**config.mk**
```make
export PLATFORM = sky130hd
export DESIGN_NAME = pipe_stage_buf
export DESIGN_NICKNAME = d
export VERILOG_FILES = /design/src/rtl/pipe_stage_buf.sv
export SDC_FILE = /design/constraint.sdc
export NUM_CORES = 1
export LEC_CHECK = 0
export CAP_MARGIN = 30
export CORE_ASPECT_RATIO = 1.75
export CORE_UTILIZATION = 45
export CTS_CLUSTER_SIZE = 24
export DETAILED_ROUTE_END_ITERATION = 7
export PLACE_DENSITY = 0.81
export RECOVER_POWER = 100
export SLEW_MARGIN = 15
export SYNTH_ARGS = -nofsm -noshare
export SYNTH_HDL_FRONTEND = slang
export SYNTH_SLANG_ARGS = --single-unit
```
**constraint.sdc**
```tcl
create_clock -name CLK -period 2.6 [get_ports CLK]
set_input_delay 0.52 -clock CLK [delete_from_list [all_inputs] [get_ports CLK]]
set_output_delay 0.52 -clock CLK [all_outputs]
set_load 0.02 [all_outputs]
```
**src/rtl/pipe_stage_buf.sv**
```systemverilog
// Elastic pipeline register with a 2-entry skid buffer; in_ready and out_valid are decoded from state flops only.
// Optional perf counters (stall_cnt, flush_cnt) are built when PIPE_STAGE_PERF_EN is defined.
module pipe_stage_buf #(
  parameter int DATA_W = 64,
  parameter int CNT_W  = 32
) (
  input  logic              CLK,
  input  logic              nRST,
  input  logic              flush,
  input  logic              in_valid,
  output logic              in_ready,
  input  logic [DATA_W-1:0] in_data,
  output logic              out_valid,
  input  logic              out_ready,
  output logic [DATA_W-1:0] out_data
`ifdef PIPE_STAGE_PERF_EN
  ,
  output logic [CNT_W-1:0]  stall_cnt,
  output logic [CNT_W-1:0]  flush_cnt
`endif
);

  typedef enum logic [1:0] {
    ST_EMPTY = 2'd0,
    ST_ONE   = 2'd1,
    ST_FULL  = 2'd2
  } state_e;

  state_e            state_q, state_d;
  logic [DATA_W-1:0] main_q, main_d;
  logic [DATA_W-1:0] skid_q, skid_d;
  logic              accept;
  logic              pop;

  if (DATA_W < 1 || CNT_W < 1) begin : g_bad_param
    $error("pipe_stage_buf: DATA_W and CNT_W must be at least 1");
  end

  assign out_valid = (state_q != ST_EMPTY);
  assign in_ready  = (state_q != ST_FULL);
  assign out_data  = main_q;
  assign accept    = in_valid & in_ready;
  assign pop       = out_valid & out_ready;

  always_comb begin
    // NOTE: every output gets a hold default first so no path through the case infers a latch.
    state_d = state_q;
    main_d  = main_q;
    skid_d  = skid_q;
    if (flush) begin
      state_d = ST_EMPTY;
      main_d  = '0;
      skid_d  = '0;
    end else begin
      unique case (state_q)
        ST_EMPTY: begin
          if (accept) begin
            state_d = ST_ONE;
            main_d  = in_data;
          end
        end
        ST_ONE: begin
          if (accept && pop) begin
            main_d = in_data;
          end else if (accept) begin
            state_d = ST_FULL;
            skid_d  = in_data;
          end else if (pop) begin
            state_d = ST_EMPTY;
            main_d  = '0;
          end
        end
        ST_FULL: begin
          // in_ready is low here, so only the pop side can move.
          if (pop) begin
            state_d = ST_ONE;
            main_d  = skid_q;
            skid_d  = '0;
          end
        end
        default: begin
          state_d = ST_EMPTY;
          main_d  = '0;
          skid_d  = '0;
        end
      endcase
    end
  end

  // NOTE: the payload registers are reset as well, so out_data reads 0 whenever the stage is empty.
  always_ff @(posedge CLK or negedge nRST) begin
    if (!nRST) begin
      state_q <= ST_EMPTY;
      main_q  <= '0;
      skid_q  <= '0;
    end else begin
      // NOTE: sequential state uses non-blocking assignments so all flops sample the same pre-edge values.
      state_q <= state_d;
      main_q  <= main_d;
      skid_q  <= skid_d;
    end
  end

`ifdef PIPE_STAGE_PERF_EN
  logic [CNT_W-1:0] stall_cnt_q, stall_cnt_d;
  logic [CNT_W-1:0] flush_cnt_q, flush_cnt_d;

  // Saturating counters: they stick at all-ones until reset.
  always_comb begin
    stall_cnt_d = stall_cnt_q;
    flush_cnt_d = flush_cnt_q;
    if (out_valid && !out_ready && (stall_cnt_q != '1)) begin
      stall_cnt_d = stall_cnt_q + CNT_W'(1);
    end
    if (flush && (state_q != ST_EMPTY) && (flush_cnt_q != '1)) begin
      flush_cnt_d = flush_cnt_q + CNT_W'(1);
    end
  end

  always_ff @(posedge CLK or negedge nRST) begin
    if (!nRST) begin
      stall_cnt_q <= '0;
      flush_cnt_q <= '0;
    end else begin
      stall_cnt_q <= stall_cnt_d;
      flush_cnt_q <= flush_cnt_d;
    end
  end

  assign stall_cnt = stall_cnt_q;
  assign flush_cnt = flush_cnt_q;
`endif

endmodule

```
==> summary by stage <==
Synthesis
In the synthesized netlist, the number of instances is 585. The synthesized design contains 130 register bits. By area, the combinational part of the netlist is dominated by multiplexers. The average instance area after synthesis is 11.4 um2. The adder-cell share of the synthesized area is 0%. The async set-reset flop share out of synthesis is 100%. The number of distinct standard cells referenced by the synthesized netlist is 23. Counting every net in the synthesized netlist gives 654. For this run, the number of Yosys warnings is 0. The fraction of synthesized area in multiplexers is 19.4%. The summed instance area of the synthesized netlist is 6640 um2.

The synthesized-area fraction occupied by ao, oa, aoi and oai cells is 17.6%. The most used flip-flop cell after synthesis is dfrtp_1. Sequential cells were found to cover 49.0% of the synthesized design area.

Summing the areas of all and, or, nand and nor instances in the mapped netlist gives 5.20% of the synthesized area. The xor and xnor fraction of the mapped netlist area is 0%. In this run, synthesis inferred 0 flip-flops with an integrated enable.

Global routing
For this run, global-route usage on met1 was measured as 26.5%. The first global-routing pass estimated 26,800 um of wire. The total congestion overflow after global routing is 0.

Global routing used 23.1% of the available tracks across all layers. The number of global-route vias before repair came to 5,267. Entering global routing, the biggest net connects 67 pins. The most congested layer reported by global routing is met2. The routing usage on met3 is 4.58%. The number of antenna violations at the first check in global routing came to 0. For this run, global-route usage on met2 was measured as 40.7%.

Power
The worst-case IR drop observed on VDD is 0.000417 V. The net switching share of the total power is 27.4%. The total design power is 5670 uW. The cell internal power dissipation is 4120 uW. The switching power summed over all nets is 1560 uW.

Of the total power, registers draw 39.6%. The reported leakage power is 0.00380 uW. The clock network accounts for 43.3% of the total power. The combinational share of power is 17.1%. The power density over the cells is 657 nW/um2.

Layout
The number of nets at the end of the flow is 772. Fill cells in the final layout number 1,161. The finished layout holds 896 standard cells, fillers aside.

The antenna diode instance count is 0. The final core utilization is 60.1%. The post-route netlist has 7.12% of its cells at a drive strength greater than 1. The post-synthesis to final-layout area growth is 30.0%.

Route
The final route contains 5,006 vias. After detailed routing, the number of remaining DRC violations is 0. The via density per instance is 5.59. The routed design has 16,600 um of wire. The first TritonRoute pass finished after 6 iterations. The detail route stage leaves a number of antenna-violating nets equal to 0. The first routing iteration left 258 violations. After detailed routing, the average wire length per cell comes to 18.5 um.

Timing
Setup violations remaining at the end of the flow were counted as 0. The clock period could shrink to 2.37 ns. Setup repair after global routing left no endpoint under its margin. The slew at the pin closest to its max-slew limit is 1.37 ns. The number of slew-limit violations in the final report is 0.

The final critical path takes up 91.3% of the cycle. The final number of hold-violating endpoints is 0. The clock arrives with 0.00922 ns of skew. After routing, the total negative slack on setup checks comes to 0 ns.

The highest attainable clock frequency is 421 MHz. The max-slew headroom at the worst pin is 8.42%.

CTS
Clock tree synthesis inserted a total of 17 buffers. Once the clock tree was built, the resizer swapped 0 gates to a different size. The clock edge transition at the registers on the reported setup and hold paths is 0.07 ns.

The CTS tree is done. For this design, the sink count on the clock tree is 130. The number of hold buffers added after CTS was 0. In this run the clock root is driven by a clkbuf_16.

The number of buffers inserted by post-CTS setup repair is 0. CTS built an H-tree with a depth of 4. The clock latency reported for the late side of the worst-skew pair is 0.42 ns. The longest clock path from root to sink contains 2 buffers.

Critical path
The worst reg2reg path depth is 5. The worst setup path is of the reg -> out kind. The worst setup path is captured at an output port. Across all register-to-register paths, the minimum setup slack is 0.32 ns. In this run the critical register-to-register path is captured at skid_q[22]. The required time at the worst-slack endpoint is 2.08 ns.

The worst setup path is launched from a flip-flop. For the worst setup path, the data arrival time is 1.85 ns. The peak fanout along the critical path is 6. The worst register-to-register path begins at state_q[1].

Placement
The quantity of I/O buffers inserted on ports is 134. Including well taps, the total number of placed cells is 864. At the end of routability-driven placement, the weighted congestion stood at 0.759. The wire-length estimate of the detail-placed layout is 10,500 um.

Die
The chip width is 93.8 um. The initial utilization of the core area, before any placement, comes to 46.2%. The floorplan has 58 rows. The area inside the core boundary is 14,400 um2. The number of ports placed on the die boundary is 135. The height of the die is 163 um. The area enclosed by the die boundary is 15,300 um2.

Flow run
The total of max-cap violations is 0.

Status
The run finished with clean final reports.

Worst hold path
In this run the worst hold path is classified as in -> async.
-- Yosys cell counts (2+ instances only) --
| cell type | count | area, um2 |
|---|---|---|
| clkbuf_1 | 6 | 22.5 |
| mux2i_1 | 129 | 1290 |
| buf_4 | 11 | 82.6 |
| nor2b_1 | 2 | 12.5 |
| inv_1 | 64 | 240 |
| a22o_1 | 65 | 569 |
| dfrtp_1 | 130 | 3250 |
| buf_6 | 13 | 146 |
| nor2_1 | 5 | 18.8 |
| buf_2 | 19 | 95.1 |
| nand2_1 | 66 | 248 |
| o2bb2ai_1 | 64 | 561 |
-- registers in the layout, summed over array words and instances, names as in the netlist --
signal / cells
skid_q: 64
out_data: 64
state_q: 2
-- cell type report --
| type | count | area [um2] | share of cell area, % |
|---|---|---|---|
| Clock buffer | 18 | 429 | 4.97 |
| Clock inverter | 14 | 176 | 2.04 |
| Inverter | 64 | 240 | 2.78 |
| Multi-Input combinational cell | 342 | 2810 | 32.5 |
| Sequential cell | 130 | 3260 | 37.7 |
| Tap cell | 180 | 225 | 2.61 |
| Timing Repair Buffer | 148 | 1500 | 17.3 |
-- stage by stage --
stage	cell area, um2	hold slack [ns]	setup WS (ns)
floorplan	6640	0.224	0.917
global placement	8070	0.491	0.166
detailed placement	8070	0.490	0.0848
CTS	8680	0.0859	0.296
global route	8640	0.0969	0.181
finish	8640	0.0750	0.225
-- power by group through the flow --
stage | Combinational (uW) | Clock [uW] | Sequential (uW)
final | 969 | 2460 | 2250
after global routing | 1040 | 2590 | 2260
after CTS | 1020 | 2490 | 2250
after detailed placement | 1020 | 0 | 2280
after global placement | 985 | 0 | 2280
after floorplan | 470 | 0 | 2360
-- cell usage in the layout, fill, tap and decap left out, drive strengths merged --
master	n
a2bb2oi	1
buf	12
a21oi	1
clkinv	4
clkdlybuf4s50	66
a21boi	1
o22a	1
nand2	66
inv	69
a22o	65
bufinv	3
dlygate4sd3	67
or2	1
nand2b	1
nor2	8
dfrtp	130
clkbuf	21
nor2b	2
mux2i	129
o2bb2ai	64
clkinvlp	2
or3b	1
and2b	1
-- metal layers --
| layer | routed length, um | vias up |
|---|---|---|
| li1 | - | 2316 |
| met1 | 6530 | 2519 |
| met2 | 8810 | 136 |
| met3 | 648 | 35 |
| met4 | 572 | 0 |
| met5 | 0 | - |
-- worst max-delay path, cell delays in order, from the launching register on --
cell and delay [ns]:
dfrtp_4 0.51, or2_1 0.24, dlygate4sd3_1 0.70
-- cells by family (layout without fill, tap and decap cells) --
| kind of cell | Yosys count | after routing |
|---|---|---|
| AO/OA/AOI/OAI | 133 | 133 |
| AND/OR/NAND/NOR | 80 | 80 |
| flip-flops | 130 | 130 |
| multiplexers | 129 | 129 |
| buffers and inverters | 113 | 244 |
-- worst max path at each step --
| stage | depth (start not counted) | end | slack (ns) | startpoint |
|---|---|---|---|---|
| 2_1_floorplan | 4 | out_valid | 0.92 | state_q[0] |
| 3_3_place_gp | 6 | out_data[4] | 0.17 | in_valid |
| 3_5_place_dp | 6 | out_data[10] | 0.08 | in_valid |
| 4_1_cts | 2 | out_valid | 0.30 | state_q[1] |
| 5_1_grt | 2 | out_valid | 0.18 | state_q[1] |
| 6_report | 2 | out_valid | 0.23 | state_q[1] |
No activity file was read; power rests on OpenSTA's default activity.
